==> config.mk <==
export PLATFORM = sky130hd
export DESIGN_NAME = bsg_manycore_edge_loader
export DESIGN_NICKNAME = d
export VERILOG_FILES = /design/src/rtl/bsg_manycore_pkg.sv /design/src/rtl/bsg_manycore_tile_iter.sv /design/src/rtl/bsg_manycore_edge_loader.sv
export SDC_FILE = /design/constraint.sdc
export NUM_CORES = 1
export LEC_CHECK = 0
export CAP_MARGIN = 20
export CORE_MARGIN = 4
export CORE_UTILIZATION = 34
export DETAILED_ROUTE_END_ITERATION = 16
export PLACE_DENSITY = 0.76
export SYNTH_ARGS = -nofsm -noshare
export SYNTH_HDL_FRONTEND = slang
export SYNTH_SLANG_ARGS = --single-unit
==> constraint.sdc <==
create_clock -name clk_i -period 1.5 [get_ports clk_i]
set_clock_uncertainty 0.15 [all_clocks]
set_input_delay 0.3 -clock clk_i [delete_from_list [all_inputs] [get_ports clk_i]]
set_output_delay 0.3 -clock clk_i [all_outputs]
set_load 0.005 [all_outputs]
==> src/rtl/bsg_manycore_pkg.sv <==
// Shared manycore definitions: packet op/mask encodings, loader FSM states and
// width helpers used by the array edge devices.
package bsg_manycore_pkg;

  typedef enum logic [1:0] {
    e_op_load  = 2'b00,
    e_op_store = 2'b01
  } op_e;

  localparam int          op_width_gp     = 2;
  localparam int          mask_width_gp   = 4;
  localparam logic [3:0]  store_mask_gp   = 4'b1111;

  typedef enum logic [2:0] {
    e_ld_idle,
    e_ld_fetch,
    e_ld_send,
    e_ld_unfreeze,
    e_ld_done
  } loader_state_e;

  // Packet layout is {data, addr, op, mask, y_cord, x_cord}; the struct itself is
  // declared in each device because its field widths follow module parameters.
  function automatic int safe_clog2(input int n);
    return (n <= 1) ? 1 : $clog2(n);
  endfunction

endpackage

==> src/rtl/bsg_manycore_tile_iter.sv <==
// Nested word/x/y position counter: word is innermost, y outermost. Every field
// wraps to zero after the final position so no field ever exceeds its bound.
module bsg_manycore_tile_iter #(
  parameter int words_p      = 1,
  parameter int x_p          = 1,
  parameter int y_p          = 1,
  parameter int word_width_p = 1,
  parameter int x_width_p    = 1,
  parameter int y_width_p    = 1
) (
  input  logic                    clk_i,
  input  logic                    reset_i,
  input  logic                    clear_i,
  input  logic                    yumi_i,
  output logic [word_width_p-1:0] word_o,
  output logic [x_width_p-1:0]    x_o,
  output logic [y_width_p-1:0]    y_o,
  output logic                    last_o
);

  logic word_last, x_last, y_last;

  assign word_last = (word_o == word_width_p'(words_p - 1));
  assign x_last    = (x_o == x_width_p'(x_p - 1));
  assign y_last    = (y_o == y_width_p'(y_p - 1));
  assign last_o    = word_last & x_last & y_last;

  always_ff @(posedge clk_i) begin
    if (reset_i | clear_i) begin
      word_o <= '0;
      x_o    <= '0;
      y_o    <= '0;
    end else if (yumi_i) begin
      if (!word_last) begin
        word_o <= word_o + 1'b1;
      end else begin
        word_o <= '0;
        if (!x_last) begin
          x_o <= x_o + 1'b1;
        end else begin
          x_o <= '0;
          y_o <= y_last ? '0 : y_o + 1'b1;
        end
      end
    end
  end

endmodule

==> src/rtl/bsg_manycore_edge_loader.sv <==
// SPMD program loader on one array edge port: broadcasts a ROM image to every tile
// as remote stores, then (with BSG_MANYCORE_LOADER_UNFREEZE_EN) unfreezes each tile.
module bsg_manycore_edge_loader
  import bsg_manycore_pkg::*;
#(
  parameter int                      num_tiles_x_p     = 2,
  parameter int                      num_tiles_y_p     = 2,
  parameter int                      data_width_p      = 32,
  parameter int                      addr_width_p      = 32,
  parameter int                      load_words_p      = 4,
  parameter logic [addr_width_p-1:0] unfreeze_addr_p   = '0,
  localparam int                     x_cord_width_lp   = safe_clog2(num_tiles_x_p),
  localparam int                     y_cord_width_lp   = safe_clog2(num_tiles_y_p + 1),
  localparam int                     rom_addr_width_lp = safe_clog2(load_words_p),
  localparam int                     packet_width_lp   = op_width_gp + mask_width_gp
                                                         + x_cord_width_lp + y_cord_width_lp
                                                         + addr_width_p + data_width_p
) (
  input  logic                         clk_i,
  input  logic                         reset_i,
  input  logic                         start_i,
  output logic [rom_addr_width_lp-1:0] rom_addr_o,
  input  logic [data_width_p-1:0]      rom_data_i,
  output logic                         v_o,
  output logic [packet_width_lp-1:0]   data_o,
  input  logic                         ready_i,
  output logic                         busy_o,
  output logic                         done_o
);

  typedef struct packed {
    logic [data_width_p-1:0]    data;
    logic [addr_width_p-1:0]    addr;
    logic [op_width_gp-1:0]     op;
    logic [mask_width_gp-1:0]   mask;
    logic [y_cord_width_lp-1:0] y_cord;
    logic [x_cord_width_lp-1:0] x_cord;
  } packet_s;

  loader_state_e state_r, state_n;

  logic                         iter_clear;
  logic                         store_yumi;
  logic                         store_last;
  logic [rom_addr_width_lp-1:0] store_word;
  logic [x_cord_width_lp-1:0]   store_x;
  logic [y_cord_width_lp-1:0]   store_y;

  logic                         entry_r;
  logic [data_width_p-1:0]      rom_data_r;
  logic [data_width_p-1:0]      send_data;
  packet_s                      pkt;

  bsg_manycore_tile_iter #(
    .words_p      (load_words_p),
    .x_p          (num_tiles_x_p),
    .y_p          (num_tiles_y_p),
    .word_width_p (rom_addr_width_lp),
    .x_width_p    (x_cord_width_lp),
    .y_width_p    (y_cord_width_lp)
  ) store_iter (
    .clk_i   (clk_i),
    .reset_i (reset_i),
    .clear_i (iter_clear),
    .yumi_i  (store_yumi),
    .word_o  (store_word),
    .x_o     (store_x),
    .y_o     (store_y),
    .last_o  (store_last)
  );

`ifdef BSG_MANYCORE_LOADER_UNFREEZE_EN
  logic                       unf_yumi;
  logic                       unf_last;
  logic                       unf_word_unused;
  logic [x_cord_width_lp-1:0] unf_x;
  logic [y_cord_width_lp-1:0] unf_y;

  bsg_manycore_tile_iter #(
    .words_p      (1),
    .x_p          (num_tiles_x_p),
    .y_p          (num_tiles_y_p),
    .word_width_p (1),
    .x_width_p    (x_cord_width_lp),
    .y_width_p    (y_cord_width_lp)
  ) unfreeze_iter (
    .clk_i   (clk_i),
    .reset_i (reset_i),
    .clear_i (iter_clear),
    .yumi_i  (unf_yumi),
    .word_o  (unf_word_unused),
    .x_o     (unf_x),
    .y_o     (unf_y),
    .last_o  (unf_last)
  );
`endif

  always_ff @(posedge clk_i) begin
    if (reset_i) begin
      state_r <= e_ld_idle;
      entry_r <= 1'b0;
    end else begin
      state_r <= state_n;
      entry_r <= (state_r == e_ld_fetch);
    end
  end

  // The ROM word arrives in the first SEND cycle; keep it so the packet stays
  // stable while the array back-pressures.
  always_ff @(posedge clk_i) begin
    if (entry_r) rom_data_r <= rom_data_i;
  end

  assign send_data = entry_r ? rom_data_i : rom_data_r;

  always_comb begin
    state_n    = state_r;
    iter_clear = 1'b0;
    store_yumi = 1'b0;
`ifdef BSG_MANYCORE_LOADER_UNFREEZE_EN
    unf_yumi   = 1'b0;
`endif
    case (state_r)
      e_ld_idle, e_ld_done: begin
        if (start_i) begin
          state_n    = e_ld_fetch;
          iter_clear = 1'b1;
        end
      end
      e_ld_fetch: state_n = e_ld_send;
      e_ld_send: begin
        if (ready_i) begin
          store_yumi = 1'b1;
`ifdef BSG_MANYCORE_LOADER_UNFREEZE_EN
          state_n    = store_last ? e_ld_unfreeze : e_ld_fetch;
`else
          state_n    = store_last ? e_ld_done : e_ld_fetch;
`endif
        end
      end
`ifdef BSG_MANYCORE_LOADER_UNFREEZE_EN
      e_ld_unfreeze: begin
        if (ready_i) begin
          unf_yumi = 1'b1;
          if (unf_last) state_n = e_ld_done;
        end
      end
`endif
      default: state_n = e_ld_idle;
    endcase
  end

  always_comb begin
    pkt.op   = e_op_store;
    pkt.mask = store_mask_gp;
    if (state_r == e_ld_send) begin
      pkt.data   = send_data;
      pkt.addr   = addr_width_p'(store_word);
      pkt.y_cord = store_y;
      pkt.x_cord = store_x;
    end else begin
      pkt.data   = '0;
      pkt.addr   = unfreeze_addr_p;
`ifdef BSG_MANYCORE_LOADER_UNFREEZE_EN
      pkt.y_cord = unf_y;
      pkt.x_cord = unf_x;
`else
      pkt.y_cord = store_y;
      pkt.x_cord = store_x;
`endif
    end
  end

  always_comb begin
    v_o = (state_r == e_ld_send);
`ifdef BSG_MANYCORE_LOADER_UNFREEZE_EN
    v_o = v_o | (state_r == e_ld_unfreeze);
`endif
  end

  assign data_o     = v_o ? pkt : '0;
  assign rom_addr_o = store_word;
  assign busy_o     = (state_r != e_ld_idle) && (state_r != e_ld_done);
  assign done_o     = (state_r == e_ld_done);

endmodule

## Yosys cells after proc, flatten, opt, wreduce, memory -nomap -nowiden

Index checks and enable logic that the tools add are counted.
Widths: inputs -> output; s select.

| word-level totals | value |
|---|---|
| register bits | 41 |
| bits of input ports | 36 |
| output and inout port bits | 78 |
| logic and storage cells | 40 |

| operators by class | value |
|---|---|
| add/sub/neg operators | 3 |
| equal/unequal tests | 8 |
| mux-type cells | 13 |
| bitwise operators | 3 |
| reductions and logical operators | 7 |

Operators with widths:

| cell | number |
|---|---|
| $mux 73 | 1 |
| $mux 32 | 1 |
| $mux 3 | 3 |
| $pmux 3 s3 | 1 |
| $mux 1 | 5 |
| $add 2x1->2 const B | 2 |
| $mux 2 | 2 |
| $reduce_and 2->1 | 2 |
| $eq 3x1->1 const B | 1 |
| $eq 3x2->1 const B | 1 |
| $eq 3x3->1 const B | 1 |
| $logic_not 3->1 | 1 |
| $ne 3x3->1 const B | 1 |
| $reduce_and 3->1 | 1 |
| $reduce_bool 3->1 | 1 |
| $and 1x1->1 | 2 |
| $eq 2x1->1 const B | 1 |
| $eq 2x2->1 const B | 1 |
| $ne 2x1->1 const B | 1 |
| $ne 2x2->1 const B | 1 |
| $reduce_or 2->1 | 1 |
| $add 1x1->1 const B | 1 |
| $logic_and 1x1->1 | 1 |
| $or 1x1->1 | 1 |

## Logic depth before layout (Yosys ltp)

Gate-level depths: netlist (run 1).

| depth | value |
|---|---|
| depth in word-level cells | 6 |
| depth in mapped cells | 4 |
| depth with buffers taken out | 4 |

## Cells and area by module

Synthesis (run 1) repeated with hierarchy kept, for this count alone.

| unflattened totals | value |
|---|---|
| cell total of the unflattened synthesis | 191 |
| area total of the unflattened synthesis | 2030.7 um2 |

Modules (own cells, without submodules):

| module | instances | cells each | area each (um2) | sequential area each (um2) |
|---|---|---|---|---|
| bsg_manycore_edge_loader | 1 | 167 | 1798.0 | 720.7 |
| bsg_manycore_tile_iter | 1 | 24 | 232.7 | 100.1 |

## Worst setup path after synthesis (run 1)

No wires, ideal clock.

| timing path | value |
|---|---|
| kind | register to output |
| start point | register entry_r |
| end point | output port data_o[53] |
| arrival time | 1.180 ns |
| required time | 1.050 ns |
| slack | -0.130 ns |
| stages on the path, launching flop included | 5 |
| path buffers | 2 |
| path through | dfxtp_1 clkbuf_1 buf_2 mux2_2 and2_1 |

RTL lines:

| what | line | text |
|---|---|---|
| from (decl) | bsg_manycore_edge_loader.sv:49 | `logic entry_r;` |
| from (signal assigned) | bsg_manycore_edge_loader.sv:104 | `entry_r <= (state_r == e_ld_fetch);` |
| to (decl) | bsg_manycore_edge_loader.sv:25 | `output logic [packet_width_lp-1:0] data_o,` |

==> results by group, run 1 <==
Job
  – Max Cap Violations: 0

Drt
  – DRC Markers: 0
  – Iteration count of the initial detailed-routing pass: 4
  – Iter 0 DRT Violations: 31
  – Routed vias: 1609
  – Routed WL: 5730 um
  – Vias per cell: 4.29
  – Wire per inst: 15.3 um
  – DRT antenna net count: 0

STA
  – Hold Worst Slack: 327 ps
  – Unrepaired setup endpoints after global routing: true
  – Fin worst setup slack: -456 ps
  – Final setup violation count: 52
  – Final period util: 1.30
  – Fmax: 511 MHz
  – Final worst path period need: 1960 ps
  – Final Hold Viols: 0
  – Final Max Slew Viols: 0

CTS
  – H-tree depth: 2
  – Clk root buf: clkbuf_8
  – CTS tree: yes
  – Clk sink count: between 40 and 50
  – Cts hold-fix bufs: 0
  – CTS Buf Count: 5
  – CTS clk-pin slew, worst paths: 80 ps
  – Max clock buf depth: 2
  – Worst skew pair latency: 290 ps

Layout
  – # diodes: 0
  – Fraction of layout cells with a size suffix above 1: 0.587
  – Commonest non-fill, non-tap cells in the layout: buf_6 (53), and2_4 (35), clkdlybuf4s50_1 (35), dfxtp_1 (35), mux2_4 (32)
  – Most common cell after layout, fill and taps aside: buf_6
  – Fin nets: 339
  – Area delta synth->final: 80.1%

Global route
  – Largest net degree at the start of global routing: 16
  – Total grt overflow: 0
  – GRT Util Overall: 0.161
  – Vias in the first global route: 1712
  – Initial antenna violation count: 0
  – Global-route wire length before repair: between 8000 and 9000 um

Pwr
  – Peak VDD IR: 0.000444 V
  – Leak: 1.61 nW
  – Sw frac: 0.240
  – Clock share of power: 0.263
  – Gate power share: 0.313
  – Pwr Density: 968 nW/um^2
  – Flop pwr share: 0.424
  – NetSw: 0.000814 W
  – Cell Int Power: 0.00258 W
  – Total power: 0.00340 W

Die
  – Die height: 83.7 um
  – Die Width: 83.7 um
  – Die ar.: 7000 um^2
  – Rows: 27
  – Initial Util: 0.352
  – IO Count: about 110
  – CORE AREA: 5540 um^2

Yosys
  – Yosys reg bits: 41
  – Synthesized cell area: 1950 um^2
  – Syn. warnings: 0
  – Cell count after synthesis: 192
  – Synth cell types: 27
  – Avg Cell Area, Syn: 10.1 um^2
  – Sequential cell area fraction in the yosys report: 0.421

Place
  – RePlAce Congestion: 0.743
  – I/O Buffers: slightly above 80
  – Post-place setup slack: -563 ps
  – Hpwl dp: around 3200 um

Worst setup path
  – Type of the worst setup path: flop to primary output
  – R2R setup slack: -150 ps
  – Worst path required time: around 1100 ps
  – CP max FO: 8
  – Startpoint Class: flop
  – Crit path arrival time: about 1500 ps
  – CP Capture Type: primary output

Outcome
  – Failing checks: setup timing
  – Run status: finished, violations left

Min path
  – Hold Path Class: flop to flop
## per-layer routing
layer	up-vias	global-route usage	part of all wire
li1	781	-	-
met1	761	0.190	0.40
met2	62	0.286	0.53
met3	5	0.0484	0.062
met4	0	0.0307	0.0070
met5	-	0	0
## final timing paths
| path | cells after the start | startpoint | to |
|---|---|---|---|
| max | 5 | entry_r | data_o[45] |
| min | 1 | rom_data_r[19] | rom_data_r[19] |
| max reg2reg | 6 | state_r[0] | store_iter.y_o[0] |
| min reg2reg | 1 | rom_data_r[19] | rom_data_r[19] |
## power by group through the flow
stage	registers, W	clock network [W]	logic, W
after floorplan	0.00143	0	0.000492
after global placement	0.00143	0	0.000682
after detailed placement	0.00145	0	0.000711
after CTS	0.00144	0.000926	0.00106
after global routing	0.00146	0.000968	0.00113
final	0.00144	0.000893	0.00106
## metrics by stage
stage	setup TNS (ps)	std cells	cell area (um^2)	util
after floorplan	-25.8	222	2160	-
after global placement	-21650	345	2860	0.517
after detailed placement	-22140	345	2860	0.517
after CTS	-17950	378	3510	0.634
after global routing	-20520	375	3510	0.633
final	-17570	375	3510	0.633
## sequential cells by signal, indices dropped and copies added (netlist names)
| name | flops |
|---|---|
| entry_r | 1 |
| rom_data_r | 32 |
| store_iter.word_o | 2 |
| store_iter.y_o | 2 |
| state_r | 3 |
| store_iter.x_o | 1 |
## critical path: stages, from the launching register on
cell and delay (ps):
dfxtp_4 390, buf_12 120, buf_16 140, mux2_4 310, and2_1 140, buf_2 120
## synth_stat cells
library cell,instances,area [um^2]
dfxtp_1,41,821
buf_2,5,25.0
buf_4,38,285
and2_1,37,231
conb_1,1,3.75
mux2_2,28,315
inv_1,2,7.51
nor2_1,2,7.51
o21bai_1,1,7.51
nor3b_2,1,12.5
nand3_1,2,10.0
or3b_2,1,8.76
clkbuf_1,4,15.0
nand3b_1,1,7.51
o21ai_0,2,10.0
nor3_1,1,5.00
a211oi_1,1,7.51
mux2_1,4,45.0
a21o_1,1,7.51
nand2b_1,1,6.26
or3_1,4,25.0
and2_2,1,7.51
nor3b_1,1,7.51
nand4bb_1,1,11.3
nand2_1,4,15.0
ha_1,1,12.5
a21oi_1,6,30.0
## what timing repair did
action / in CTS / in global routing
gates resized for setup: 291 / 22
gates cloned: 5 / 0
pin swaps: 44 / 3
setup buffers: 20 / 4
setup endpoints to repair: 51 / 53
## area by class of cell
class / instances / area, um^2
Tap cell: 72 / 90.1
Clock buffer: 5 / 68.8
Inverter: 2 / 7.51
Timing Repair Buffer: 120 / 1290
Multi-Input combinational cell: 132 / 1170
Sequential cell: 41 / 833
Clock inverter: 3 / 46.3
Fill cell: 448 / 2030
## cells by family after synthesis
family,after synthesis,share of synthesized area
simple gates,57,0.182
buf+inv,49,0.171
flops,41,0.421
mux,32,0.185
compound gates,11,0.0321
fa+ha+maj,1,0.00642
other cells,1,0.00192
No activity file was read; power rests on OpenSTA's default activity.
==> run 2, diff against run 1 <==
--- a/config.mk
+++ b/config.mk
@@ -6,10 +6,12 @@
 export NUM_CORES = 1
 export LEC_CHECK = 0
 export CAP_MARGIN = 20
+export CELL_PAD_IN_SITES_DETAIL_PLACEMENT = 1
+export CELL_PAD_IN_SITES_GLOBAL_PLACEMENT = 1
 export CORE_MARGIN = 4
-export CORE_UTILIZATION = 34
+export CORE_UTILIZATION = 24
 export DETAILED_ROUTE_END_ITERATION = 16
-export PLACE_DENSITY = 0.76
+export PLACE_DENSITY = 0.75
 export SYNTH_ARGS = -nofsm -noshare
 export SYNTH_HDL_FRONTEND = slang
 export SYNTH_SLANG_ARGS = --single-unit
==> run 2 against run 1 <==
Compared with the run above:
- the flow still finishes with violations (setup timing)
- clock power is 2% lower
- non-clock buffer count increased by 23
- setup slack got worse by 74 ps
- count of clock-buffer cells in the layout did not move
- core utilization decreased by 14 points
- cell area grew 10%
- critical endpoint is now data_o[57]
==> results by group, run 2 (synthesized netlist as in run 1, its figures left out) <==
Outcome
  – Run status: finished, violations left
  – Failing checks: setup timing

Pwr
  – Total power: roughly 0.0035 W
  – Pwr Density: 898 nW/um^2
  – Peak VDD IR: 0.000315 V
  – Leak: 1.78 nW

Place
  – I/O Buffers: just over 80
  – Post-place setup slack: -609 ps
  – RePlAce Congestion: between 0.7 and 0.8
  – Hpwl dp: 3640 um
  – Placed cells: 372

Job
  – Max Cap Violations: 0

Layout
  – Fin nets: between 300 and 400
  – Area delta synth->final: 98.7%
  – Final cell count without fillers: 427
  – Multi-input logic area: 1200 um^2
  – Regs by FF count: rom_data_r: 32 flops, state_r: 3 flops
  – Reg area: around 830 um^2
  – # diodes: 0
  – Commonest non-fill, non-tap cells in the layout: buf_6 (80), and2_4 (38), dfxtp_1 (35), clkdlybuf4s50_1 (34), mux2_4 (32)
  – Max reg flops: 32
  – Fraction of layout cells with a size suffix above 1: 0.628
  – Largest Register: rom_data_r
  – Fillers: 830
  – Most common cell after layout, fill and taps aside: buf_6
  – Core Util, Final: 0.496

Drt
  – DRT antenna net count: 0
  – Iter 0 DRT Violations: 11
  – Routed vias: 1714
  – Routed WL: 6640 um
  – Iteration count of the initial detailed-routing pass: 3
  – Wire per inst: 15.5 um
  – DRC Markers: 0
  – Vias per cell: approximately 4

STA
  – Final Max Slew Viols: 0
  – Fin worst setup slack: -530 ps
  – Fmax: roughly 500 MHz
  – Final Hold Viols: 0
  – Final setup violation count: ~50
  – Unrepaired setup endpoints after global routing: true
  – Final worst path period need: 2030 ps
  – Final period util: 1.35

Worst setup path
  – Top delay family on crit path: buffers and inverters
  – CP Cell Sequence: buf_8, buf_6, buf_6, mux2_4, and2_4, buf_6
  – Slowest stage delay, CP: 390 ps
  – Most frequent cell on the critical path: buf_6
  – CP max FO: 5
  – Crit path buf inv count: 4
  – R2R setup slack: -120 ps
  – Type of the worst setup path: flop to primary output
  – Worst path required time: 1050 ps
  – Startpoint Class: flop
  – CP Capture Type: primary output
  – Critical-path top delay cell: dfxtp_4
  – Crit path arrival time: 1580 ps

CTS
  – Max clock buf depth: 2
  – Clk root buf: clkbuf_8
  – H-tree depth: 2
  – CTS Buf Count: 5
  – CTS clk-pin slew, worst paths: around 80 ps
  – Worst skew pair latency: ~290 ps
  – CTS tree: yes
  – Clk sink count: 41

Global route
  – Initial antenna violation count: 0
  – Global-route wire length before repair: 10400 um
  – Vias in the first global route: 1964
  – Largest net degree at the start of global routing: 13
  – Total grt overflow: 0
  – GRT Util Overall: 0.134

Die
  – Rows: 32
  – IO Count: ~110
  – CORE AREA: approximately 8000 um^2
  – Die Width: 98.1 um
  – Initial Util: 0.250
  – Die ar.: 9620 um^2
  – Die height: 98.1 um

Min path
  – Hold Path Class: flop to flop
[run 2: changes by cell type in the layout (fill, tap and decap cells not counted), moves of 2 or more]
cell | previous run | this run
buf_16 | 3 | 1
buf_12 | 2 | 5
and2_4 | 35 | 38
buf_2 | 4 | 0
buf_4 | 18 | 15
buf_6 | 53 | 80
and2_1 | 3 | 0
[run 2: repair_timing]
item,CTS,global route
cloned,4,2
pin swaps,27,17
setup buffers,47,5
setup endpoints to repair,50,53
hold buffers,0,0
resized for setup,322,32
[run 2: final timing paths]
path                      start           endpoint  cells past startpoint
setup reg to reg     state_r[0]  store_iter.y_o[0]                      6
hold reg to reg   rom_data_r[1]      rom_data_r[1]                      1
setup / recovery        entry_r         data_o[57]                      6
hold / removal    rom_data_r[1]      rom_data_r[1]                      1
[run 2: final cells by class]
cell class,count,share of cell area
Timing Repair Buffer,143,0.412
Inverter,2,0.00194
Multi-Input combinational cell,132,0.311
Sequential cell,41,0.215
Tap cell,102,0.0330
Clock buffer,5,0.0178
Clock inverter,2,0.00905
[run 2: routing by layer]
metal / share of wire / GRT usage / vias up
li1: - / - / 819
met1: 0.41 / 0.162 / 813
met2: 0.51 / 0.239 / 76
met3: 0.069 / 0.0357 / 6
met4: 0.0057 / 0.0256 / 0
met5: 0 / 0 / -
[run 2: power by group]
part	leakage (nW)	internal (W)	switching (W)
Sequential	0.346	0.00136	0.0000847
Combinational	1.38	0.000789	0.000360
Clock	0.0540	0.000484	0.000395
Total	1.78	0.00263	0.000840
[run 2: stage by stage]
step | area (um^2) | hold slack, ps | setup TNS [ps]
floorplan | 2160 | 219 | -25.8
global placement | 2870 | 284 | -22010
detailed placement | 2870 | 297 | -22710
CTS | 3790 | 329 | -20710
global route | 3870 | 333 | -21080
finish | 3870 | 325 | -18060
